**src/rtl/idli_pkg.sv**
```systemverilog
// rtl/idli_pkg.sv - shared SQI types and command constants
package idli_pkg;

    typedef logic [3:0] sqi_data_t;
    typedef logic [7:0] sqi_cmd_t;

    typedef enum logic [2:0] {
        IDLE  = 3'd0,
        CMD   = 3'd1,
        ADDR  = 3'd2,
        DUMMY = 3'd3,
        DATA  = 3'd4,
        DONE  = 3'd5
    } sqi_state_t;

    localparam sqi_cmd_t SQI_CMD_READ  = 8'h03;
    localparam sqi_cmd_t SQI_CMD_WRITE = 8'h02;

endpackage

```
**src/rtl/idli_sqi_ctrl_m_if.sv**
```systemverilog
// rtl/idli_sqi_ctrl_m_if.sv - request, write-data, SIO and read-buffer signals of the SQI initiator
interface idli_sqi_ctrl_m_if #(
    parameter int ADDR_NIBBLES = 4,
    parameter int LEN_W        = 8
);
    import idli_pkg::*;

    logic                      i_req_vld;
    logic                      o_req_rdy;
    logic                      i_req_wr;
    logic [4*ADDR_NIBBLES-1:0] i_req_addr;
    logic [LEN_W-1:0]          i_req_len;
    sqi_data_t                 i_wr_data;
    logic                      o_wr_ack;
    logic                      o_sqi_cs_n;
    logic                      o_sqi_oe;
    sqi_data_t                 o_sqi_sio;
    sqi_data_t                 i_sqi_sio;
    logic                      o_buf_wr_en;
    sqi_data_t                 o_rd_data;
    logic                      o_rd_vld;

    // master: requester plus memory side; slave: the initiator itself
    modport master (
        output i_req_vld, i_req_wr, i_req_addr, i_req_len, i_wr_data, i_sqi_sio,
        input  o_req_rdy, o_wr_ack, o_sqi_cs_n, o_sqi_oe, o_sqi_sio,
               o_buf_wr_en, o_rd_data, o_rd_vld
    );

    modport slave (
        input  i_req_vld, i_req_wr, i_req_addr, i_req_len, i_wr_data, i_sqi_sio,
        output o_req_rdy, o_wr_ack, o_sqi_cs_n, o_sqi_oe, o_sqi_sio,
               o_buf_wr_en, o_rd_data, o_rd_vld
    );

endinterface

```
**src/rtl/idli_sqi_ctrl_m.sv**
```systemverilog
// rtl/idli_sqi_ctrl_m.sv - SQI memory initiator: command, address, dummy and data phases
module idli_sqi_ctrl_m
    import idli_pkg::*;
#(
    parameter int ADDR_NIBBLES = 4,
    parameter int DUMMY_CYCLES = 2,
    parameter int LEN_W        = 8
) (
    input  logic               i_sqi_gck,
    input  logic               i_sqi_rst_n,
    idli_sqi_ctrl_m_if.slave   bus
);

    localparam int                ADDR_W     = 4 * ADDR_NIBBLES;
    localparam int                STEP_W     = 8;
    localparam logic [STEP_W-1:0] STEP_ONE   = STEP_W'(1);
    localparam logic [STEP_W-1:0] ADDR_LAST  = STEP_W'(ADDR_NIBBLES - 1);
    localparam logic [STEP_W-1:0] DUMMY_LAST = STEP_W'(DUMMY_CYCLES - 1);

    sqi_state_t        state_q, state_d;
    logic [STEP_W-1:0] step_q, step_d;
    logic [1:0]        nib_q, nib_d;
    logic [LEN_W-1:0]  word_q, word_d;
    logic              wr_q, wr_d;
    logic [ADDR_W-1:0] addr_q, addr_d;
    sqi_cmd_t          cmd;

    logic              cs_n, oe, wr_ack, buf_wr_en;
    sqi_data_t         sio;
    logic              rd_vld_q;
    sqi_data_t         rd_data_q;

    assign cmd = wr_q ? SQI_CMD_WRITE : SQI_CMD_READ;

    always_ff @(posedge i_sqi_gck or negedge i_sqi_rst_n) begin
        if (!i_sqi_rst_n) begin
            state_q <= IDLE;
            step_q  <= '0;
            nib_q   <= '0;
            word_q  <= '0;
            wr_q    <= 1'b0;
            addr_q  <= '0;
        end else begin
            state_q <= state_d;
            step_q  <= step_d;
            nib_q   <= nib_d;
            word_q  <= word_d;
            wr_q    <= wr_d;
            addr_q  <= addr_d;
        end
    end

    always_comb begin
        state_d   = state_q;
        step_d    = step_q;
        nib_d     = nib_q;
        word_d    = word_q;
        wr_d      = wr_q;
        addr_d    = addr_q;
        cs_n      = 1'b1;
        oe        = 1'b0;
        sio       = '0;
        wr_ack    = 1'b0;
        buf_wr_en = 1'b0;

        case (state_q)
            IDLE: begin
                if (bus.i_req_vld) begin
                    state_d = CMD;
                    step_d  = '0;
                    nib_d   = '0;
                    wr_d    = bus.i_req_wr;
                    addr_d  = bus.i_req_addr;
                    word_d  = bus.i_req_len;
                end
            end
            CMD: begin
                cs_n = 1'b0;
                oe   = 1'b1;
                sio  = step_q[0] ? cmd[3:0] : cmd[7:4];
                if (step_q == STEP_ONE) begin
                    state_d = ADDR;
                    step_d  = '0;
                end else begin
                    step_d = step_q + STEP_ONE;
                end
            end
            ADDR: begin
                // address is shifted out of the top nibble, MSB first
                cs_n   = 1'b0;
                oe     = 1'b1;
                sio    = addr_q[ADDR_W-1 -: 4];
                addr_d = addr_q << 4;
                if (step_q == ADDR_LAST) begin
                    state_d = wr_q ? DATA : DUMMY;
                    step_d  = '0;
                end else begin
                    step_d = step_q + STEP_ONE;
                end
            end
            DUMMY: begin
                cs_n = 1'b0;
                if (step_q == DUMMY_LAST) begin
                    state_d = DATA;
                    step_d  = '0;
                end else begin
                    step_d = step_q + STEP_ONE;
                end
            end
            DATA: begin
                cs_n = 1'b0;
                if (wr_q) begin
                    oe     = 1'b1;
                    sio    = bus.i_wr_data;
                    wr_ack = 1'b1;
                end else begin
                    buf_wr_en = 1'b1;
                end
                nib_d = nib_q + 2'd1;
                // word counter only steps on the last nibble, so len=all-ones runs the full range
                if (nib_q == 2'd3) begin
                    if (word_q == '0) begin
                        state_d = DONE;
                    end else begin
                        word_d = word_q - LEN_W'(1);
                    end
                end
            end
            DONE: begin
                state_d = IDLE;
            end
            default: begin
                state_d = IDLE;
            end
        endcase
    end

    always_ff @(posedge i_sqi_gck or negedge i_sqi_rst_n) begin
        if (!i_sqi_rst_n) begin
            rd_vld_q  <= 1'b0;
            rd_data_q <= '0;
        end else begin
            rd_vld_q <= buf_wr_en;
            if (buf_wr_en) begin
                rd_data_q <= bus.i_sqi_sio;
            end
        end
    end

    assign bus.o_req_rdy   = (state_q == IDLE);
    assign bus.o_wr_ack    = wr_ack;
    assign bus.o_sqi_cs_n  = cs_n;
    assign bus.o_sqi_oe    = oe;
    assign bus.o_sqi_sio   = sio;
    assign bus.o_buf_wr_en = buf_wr_en;
    assign bus.o_rd_data   = rd_data_q;
    assign bus.o_rd_vld    = rd_vld_q;

endmodule

```
**src/flat_wrapper.sv**
```systemverilog
// flat-port wrapper written by rule: the top's interface ports become plain ports
module idli_sqi_ctrl_m_flat import idli_pkg::*;
#(
    parameter int ADDR_NIBBLES = 4,
    parameter int DUMMY_CYCLES = 2,
    parameter int LEN_W        = 8
)
  (i_sqi_gck, i_sqi_rst_n, bus_i_req_vld, bus_i_req_wr, bus_i_req_addr, bus_i_req_len, bus_i_wr_data, bus_i_sqi_sio, bus_o_req_rdy, bus_o_wr_ack, bus_o_sqi_cs_n, bus_o_sqi_oe, bus_o_sqi_sio, bus_o_buf_wr_en, bus_o_rd_data, bus_o_rd_vld);
  idli_sqi_ctrl_m_if #(.ADDR_NIBBLES(ADDR_NIBBLES), .LEN_W(LEN_W)) bus_i ();
  input  logic i_sqi_gck;
  input  logic i_sqi_rst_n;
  input wire logic [$bits(bus_i.i_req_vld)-1:0] bus_i_req_vld;
  input wire logic [$bits(bus_i.i_req_wr)-1:0] bus_i_req_wr;
  input wire logic [$bits(bus_i.i_req_addr)-1:0] bus_i_req_addr;
  input wire logic [$bits(bus_i.i_req_len)-1:0] bus_i_req_len;
  input wire logic [$bits(bus_i.i_wr_data)-1:0] bus_i_wr_data;
  input wire logic [$bits(bus_i.i_sqi_sio)-1:0] bus_i_sqi_sio;
  output wire logic [$bits(bus_i.o_req_rdy)-1:0] bus_o_req_rdy;
  output wire logic [$bits(bus_i.o_wr_ack)-1:0] bus_o_wr_ack;
  output wire logic [$bits(bus_i.o_sqi_cs_n)-1:0] bus_o_sqi_cs_n;
  output wire logic [$bits(bus_i.o_sqi_oe)-1:0] bus_o_sqi_oe;
  output wire logic [$bits(bus_i.o_sqi_sio)-1:0] bus_o_sqi_sio;
  output wire logic [$bits(bus_i.o_buf_wr_en)-1:0] bus_o_buf_wr_en;
  output wire logic [$bits(bus_i.o_rd_data)-1:0] bus_o_rd_data;
  output wire logic [$bits(bus_i.o_rd_vld)-1:0] bus_o_rd_vld;
  assign bus_i.i_req_vld = bus_i_req_vld;
  assign bus_i.i_req_wr = bus_i_req_wr;
  assign bus_i.i_req_addr = bus_i_req_addr;
  assign bus_i.i_req_len = bus_i_req_len;
  assign bus_i.i_wr_data = bus_i_wr_data;
  assign bus_i.i_sqi_sio = bus_i_sqi_sio;
  assign bus_o_req_rdy = bus_i.o_req_rdy;
  assign bus_o_wr_ack = bus_i.o_wr_ack;
  assign bus_o_sqi_cs_n = bus_i.o_sqi_cs_n;
  assign bus_o_sqi_oe = bus_i.o_sqi_oe;
  assign bus_o_sqi_sio = bus_i.o_sqi_sio;
  assign bus_o_buf_wr_en = bus_i.o_buf_wr_en;
  assign bus_o_rd_data = bus_i.o_rd_data;
  assign bus_o_rd_vld = bus_i.o_rd_vld;
  idli_sqi_ctrl_m #(.ADDR_NIBBLES(ADDR_NIBBLES), .DUMMY_CYCLES(DUMMY_CYCLES), .LEN_W(LEN_W)) u_core (.i_sqi_gck(i_sqi_gck), .i_sqi_rst_n(i_sqi_rst_n), .bus(bus_i));
endmodule
```
**config.mk**
```make
export PLATFORM = sky130hd
export DESIGN_NAME = idli_sqi_ctrl_m_flat
export DESIGN_NICKNAME = d
export VERILOG_FILES = /design/src/rtl/idli_pkg.sv /design/src/rtl/idli_sqi_ctrl_m_if.sv /design/src/rtl/idli_sqi_ctrl_m.sv /design/src/flat_wrapper.sv
export SDC_FILE = /design/constraint.sdc
export NUM_CORES = 1
export LEC_CHECK = 0
export CORE_MARGIN = 3
export CORE_UTILIZATION = 55
export DETAILED_ROUTE_END_ITERATION = 8
export PLACE_DENSITY = 0.9
export SYNTH_ARGS = -nofsm -noshare
export SYNTH_HDL_FRONTEND = slang
export SYNTH_SLANG_ARGS = --single-unit
```
**constraint.sdc**
```tcl
create_clock -name i_sqi_gck -period 2.7 [get_ports i_sqi_gck]
set_input_delay 0.54 -clock i_sqi_gck [delete_from_list [all_inputs] [get_ports i_sqi_gck]]
set_output_delay 0.54 -clock i_sqi_gck [all_outputs]
set_load 0.02 [all_outputs]
```
**Word-level counts from Yosys, hierarchy flattened**

Index checks and enable logic that the tools add are counted.

- Register bits after elaboration: 43
- Bits of input ports: 36

- Add/sub/neg operators: 3
- Equal/unequal tests: 14
- Multiplexer cells: 30
- Reduce and logical (&&, ||, !) cells: 14

Operators with widths:

| cell | number |
|---|---|
| $mux 8 | 6 |
| $pmux 16 s2 | 1 |
| $pmux 8 s3 | 1 |
| $mux 3 | 7 |
| $mux 16 | 1 |
| $pmux 8 s2 | 1 |
| $pmux 3 s5 | 1 |
| $pmux 4 s3 | 1 |
| $ne 2x1->1 const B | 5 |
| $add 8x1->8 const B | 1 |
| $eq 8x1->1 const B | 1 |
| $eq 8x2->1 const B | 1 |
| $logic_not 8->1 | 1 |
| $mux 4 | 2 |
| $reduce_and 2->1 | 4 |
| $sub 8x1->8 const B | 1 |
| $eq 3x2->1 const B | 2 |
| $mux 1 | 6 |
| $reduce_and 6->1 | 1 |
| $ne 2x2->1 const B | 2 |
| $pmux 2 s2 | 1 |
| $reduce_and 4->1 | 1 |
| $reduce_bool 2->1 | 2 |
| $reduce_or 2->1 | 2 |
| 9 further kinds | 9 |

**Logic depth before layout (Yosys ltp)**

- Depth in word-level cells: 4
- Gate-level depth with buffers: 6

**Worst setup path after synthesis**

No wires, ideal clock.

- Path kind: reg2out
- Start: register u_core.state_q[0]
- End: output port bus_o_sqi_sio[1]
- Data arrival time: 1655 ps
- Required time: 2160 ps
- Setup slack: 505 ps
- Stages on the path, launching flop included: 5
- Cell sequence: dfrtp_1 > or3b_1 > buf_2 > nor2_1 > a221o_1

- Word-level cells in the longest chain between the ends: 2
- Elaborated cells between the ends (all ways): 4

RTL lines:

| item | RTL line | RTL |
|---|---|---|
| start: declaration | idli_sqi_ctrl_m.sv:20 | `sqi_state_t state_q, state_d;` |
| start signal: assignment | idli_sqi_ctrl_m.sv:44 | `state_q <= state_d;` |
| $eq 3x3->1 (tied with other cells) | idli_sqi_ctrl_m.sv:66 | `case (state_q)` |
| $pmux 4 s3 (*) | idli_sqi_ctrl_m.sv:66 |  |
| end: declaration | flat_wrapper.sv:22 | `output wire logic [$bits(bus_i.o_sqi_sio)-1:0] bus_o_sqi_sio;` |

Mark *: on every way between the ends. The rest lies on a longest branch, timed or not.

**Final worst setup path**

- Start: register u_core.state_q[1]
- End: output port bus_o_sqi_sio[3]

The elaborated chain is that of the path after synthesis.

==> flow_summary.rst <==
.. list-table::
   :header-rows: 1

   * - Metric
     - Value
   * - Maximum ir drop on the vdd rail
     - between 0.5 and 0.6 mV
   * - Share of the yosys chip area belonging to registers
     - 46.1%
   * - Wire length of the first global-routing pass
     - roughly 9500 µm
   * - Synth cell types
     - 48
   * - Slew Limit Headroom
     - 35.8%
   * - Worst min-delay path class
     - in -> async
   * - Average cell area after synthesis
     - 9.31 µm²
   * - Final HPWL DP
     - between 3000 and 4000 µm
   * - Overall die area
     - ~0.005 mm²
   * - Kind of critical path
     - reg -> out
   * - Gpl congestion
     - 0.875
   * - Number of cells in the finished layout apart from fillers
     - 356
   * - Number of max-cap violations
     - 0
   * - Worst Clk Skew
     - 0.00187 ns
   * - Starting density of the core
     - 57.6%
   * - Final layout net count
     - 346
   * - Async set-reset flop share out of synthesis
     - 100%
   * - DP Cell Count
     - 348
   * - Fraction of synthesized cell area taken by the top area cell type
     - a little under half
   * - Die H
     - 71.2 µm
   * - Max Slew Vio Count
     - 0
   * - H-tree levels
     - 2
   * - Global Route Usage Sum
     - 23.5%
   * - Total of fill cells in the finished design
     - ~300
   * - Vias in the first global route
     - 2113
   * - CTS buffer count
     - 5
   * - Fmax
     - 0.382 GHz
   * - Transition time of the tightest slew-check pin
     - 0.963 ns
   * - Number of I/O pins
     - 50
   * - Type of destination of the critical path
     - primary output
   * - Port buffer count
     - 49
   * - Crit path time final
     - 2.62 ns
   * - Final standard cell area without fillers
     - between 0.003 and 0.004 mm²
   * - Startpoint kind of the worst setup timing path
     - flop
   * - Gate count of the mapped netlist
     - 251
   * - Hold-fix buffer count after cts
     - 0
   * - Hold violation total from the final report
     - 0
   * - Clock tree from TritonCTS
     - built
   * - Hold slack final
     - 0.395 ns
   * - DRC Markers
     - 0
   * - Remaining global-route overflow
     - 0
   * - Area inside the core boundary
     - 0.00406 mm²
   * - Setup_tns
     - 0 ns
   * - Clock tree root driver cell
     - clkbuf_8
   * - Power density relative to cell area
     - 1070 mW/mm²
   * - Clock tree sinks
     - 43
   * - Final setup vio count
     - 0
   * - Number of routed nets with antenna violations
     - 0
   * - Outcome
     - finished clean
   * - Placement Cell Area
     - 0.00290 mm²
   * - Initial drt markers
     - 232
   * - Routed len/inst
     - 15.9 µm
   * - Row count
     - 23
   * - Vias per std cell
     - a little over 6
   * - Dominant cells by area after synthesis
     - dfrtp_1 (46%), nor2_1 (5.3%), o22ai_1 (4.3%), nand3_1 (4.1%), o2bb2ai_1 (3.0%)
   * - Dominant cell type by area after synthesis
     - dfrtp_1
   * - Pin count of the biggest net entering global routing
     - 44
   * - Count of flip-flops with a built-in enable after synthesis
     - 0
   * - Warnings from Yosys
     - 0
   * - Total routed wirelength
     - 5640 µm
   * - Synthesized cell area
     - 0.00234 mm²
   * - Number of storage elements in the synthesis netlist
     - between 40 and 50
   * - Max Fanout on Critical Path
     - 8
   * - Clock latency at the later pin of the worst-skew pair
     - 0.30 ns
   * - DR vias
     - 2177
   * - Most common flop cell mapped by yosys
     - dfrtp_1
   * - Pre-Repair DR Iteration Count
     - 4
   * - Required time at the worst-slack endpoint
     - around 2.2 ns
   * - Total nets after synthesis
     - 292
   * - Number of antenna cells inserted
     - 0
   * - Maximum number of buffers from clock root to sink
     - 2
   * - Fraction of final layout cells sized beyond drive strength 1
     - 12.7%
   * - Number of antenna violations at the first check in global routing
     - 0
   * - Ratio of final minimum period to clock period
     - 97.0%
   * - Leakage Power
     - roughly 1.3 nW
   * - Clk pin slew, worst setup/hold paths
     - 0.08 ns
   * - DIE WIDTH
     - 71.2 µm
   * - Arr. time, crit path
     - 2.08 ns
   * - Synthesis-to-finish area growth
     - 29.0%
[worst paths after layout]
path,startpoint,endpoint,slack [ns],cells after the start
worst min-delay path,i_sqi_rst_n,u_core.step_q[3]$_DFFE_PN0P_,0.39,1
worst max register to register,u_core.step_q[0]$_DFFE_PN0P_,u_core.step_q[5]$_DFFE_PN0P_,0.66,5
worst max-delay path,u_core.state_q[1]$_DFFE_PN0P_,bus_o_sqi_sio[3],0.08,4
min in group i_sqi_gck,u_core.nib_q[0]$_DFFE_PN0P_,u_core.nib_q[0]$_DFFE_PN0P_,0.50,1
worst min register to register,u_core.nib_q[0]$_DFFE_PN0P_,u_core.nib_q[0]$_DFFE_PN0P_,0.50,1
max in group asynchronous,i_sqi_rst_n,u_core.addr_q[3]$_DFFE_PN0P_,1.71,1
[state kept, by name (all words and copies together) (netlist names)]
| name | count |
|---|---|
| u_core.state_q | 3 |
| u_core.wr_q | 1 |
| u_core.word_q | 8 |
| u_core.addr_q | 16 |
| u_core.step_q | 8 |
| u_core.bus.o_rd_vld | 1 |
| u_core.bus.o_rd_data | 4 |
| u_core.nib_q | 2 |
[repair_timing]
item,in CTS,in global routing
cloned,0,0
buffers inserted,0,0
gates resized for setup,3,3
setup endpoints to repair,4,3
[kinds of logic (layout without fill, tap and decap cells)]
| logic type | Yosys count | after routing | share of synthesized area (%) |
|---|---|---|---|
| AO/OA/AOI/OAI | 65 | 65 | 18.7 |
| XOR/XNOR | 2 | 2 | 0.750 |
| adder cells (fa/ha/maj) | 5 | 5 | 2.68 |
| buffers and inverters | 20 | 75 | 4.07 |
| flip-flops | 43 | 43 | 46.1 |
| multiplexers | 7 | 7 | 3.32 |
| AND/OR/NAND/NOR | 109 | 109 | 24.4 |
[placed cells by master (no fill, tap or decap), types with 4 or more instances in the layout]
cell type / count
a21oi_1: 11
o22ai_1: 16
mux2_2: 6
o31ai_1: 5
a21o_1: 4
o21ai_0: 7
nand3_1: 19
nor3_1: 8
clkbuf_8: 7
clkdlybuf4s50_1: 46
nand4_1: 4
nand2_1: 17
ha_1: 5
buf_4: 11
inv_1: 7
nor2_1: 32
dfrtp_1: 43
o2bb2ai_1: 8
[power breakdown]
| part | switching (mW) | leakage (nW) | total [mW] | internal, mW |
|---|---|---|---|---|
| clock network | 0.225 | 0.0515 | 0.459 | 0.234 |
| logic | 0.907 | 0.698 | 1.64 | 0.729 |
| registers | 0.216 | 0.535 | 1.12 | 0.900 |
[layout make-up]
cell class                 instances  area, µm²  share of cell area, %
multi-input combinational        188       1180                   39.1
inverter                           7       26.3                  0.872
tap                               50       62.6                   2.08
sequential                        43       1080                   35.7
timing repair buffer              60        569                   18.9
clock buffer                       8        100                   3.32
[critical path, stage by stage (launching register included)]
cell and delay (ns):
dfrtp_1 0.46, or3b_4 0.46, nor2_4 0.13, a22o_1 0.13
clkdlybuf4s50_1 0.59
[per-layer routing]
metal / track usage [%] / part of all wire [%]
met2: 39.2 / 50
met4: 7.72 / 1.3
met5: 0 / 0
met3: 4.40 / 5.4
met1: 30.8 / 43
[Yosys cell counts (4+ instances only)]
library cell	number
ha_1	5
inv_1	7
o22ai_1	16
mux2_2	6
a21oi_1	11
o31ai_1	5
nand4_1	4
buf_2	10
a21o_1	4
o2bb2ai_1	8
nand3_1	19
nand2_1	17
o21ai_0	7
nor3_1	9
dfrtp_1	43
nor2_1	33
[through the flow]
stage / power (mW) / util [%] / worst slack, ns
after floorplan: 2.19 / - / 0.505
after global placement: 2.67 / 71.4 / 0.249
after detailed placement: 2.73 / 71.4 / 0.152
after CTS: 3.20 / 74.0 / 0.00505
after global routing: 3.46 / 74.3 / -0.00740
final: 3.21 / 74.3 / 0.0815
Power figures use the tool's default switching activity.
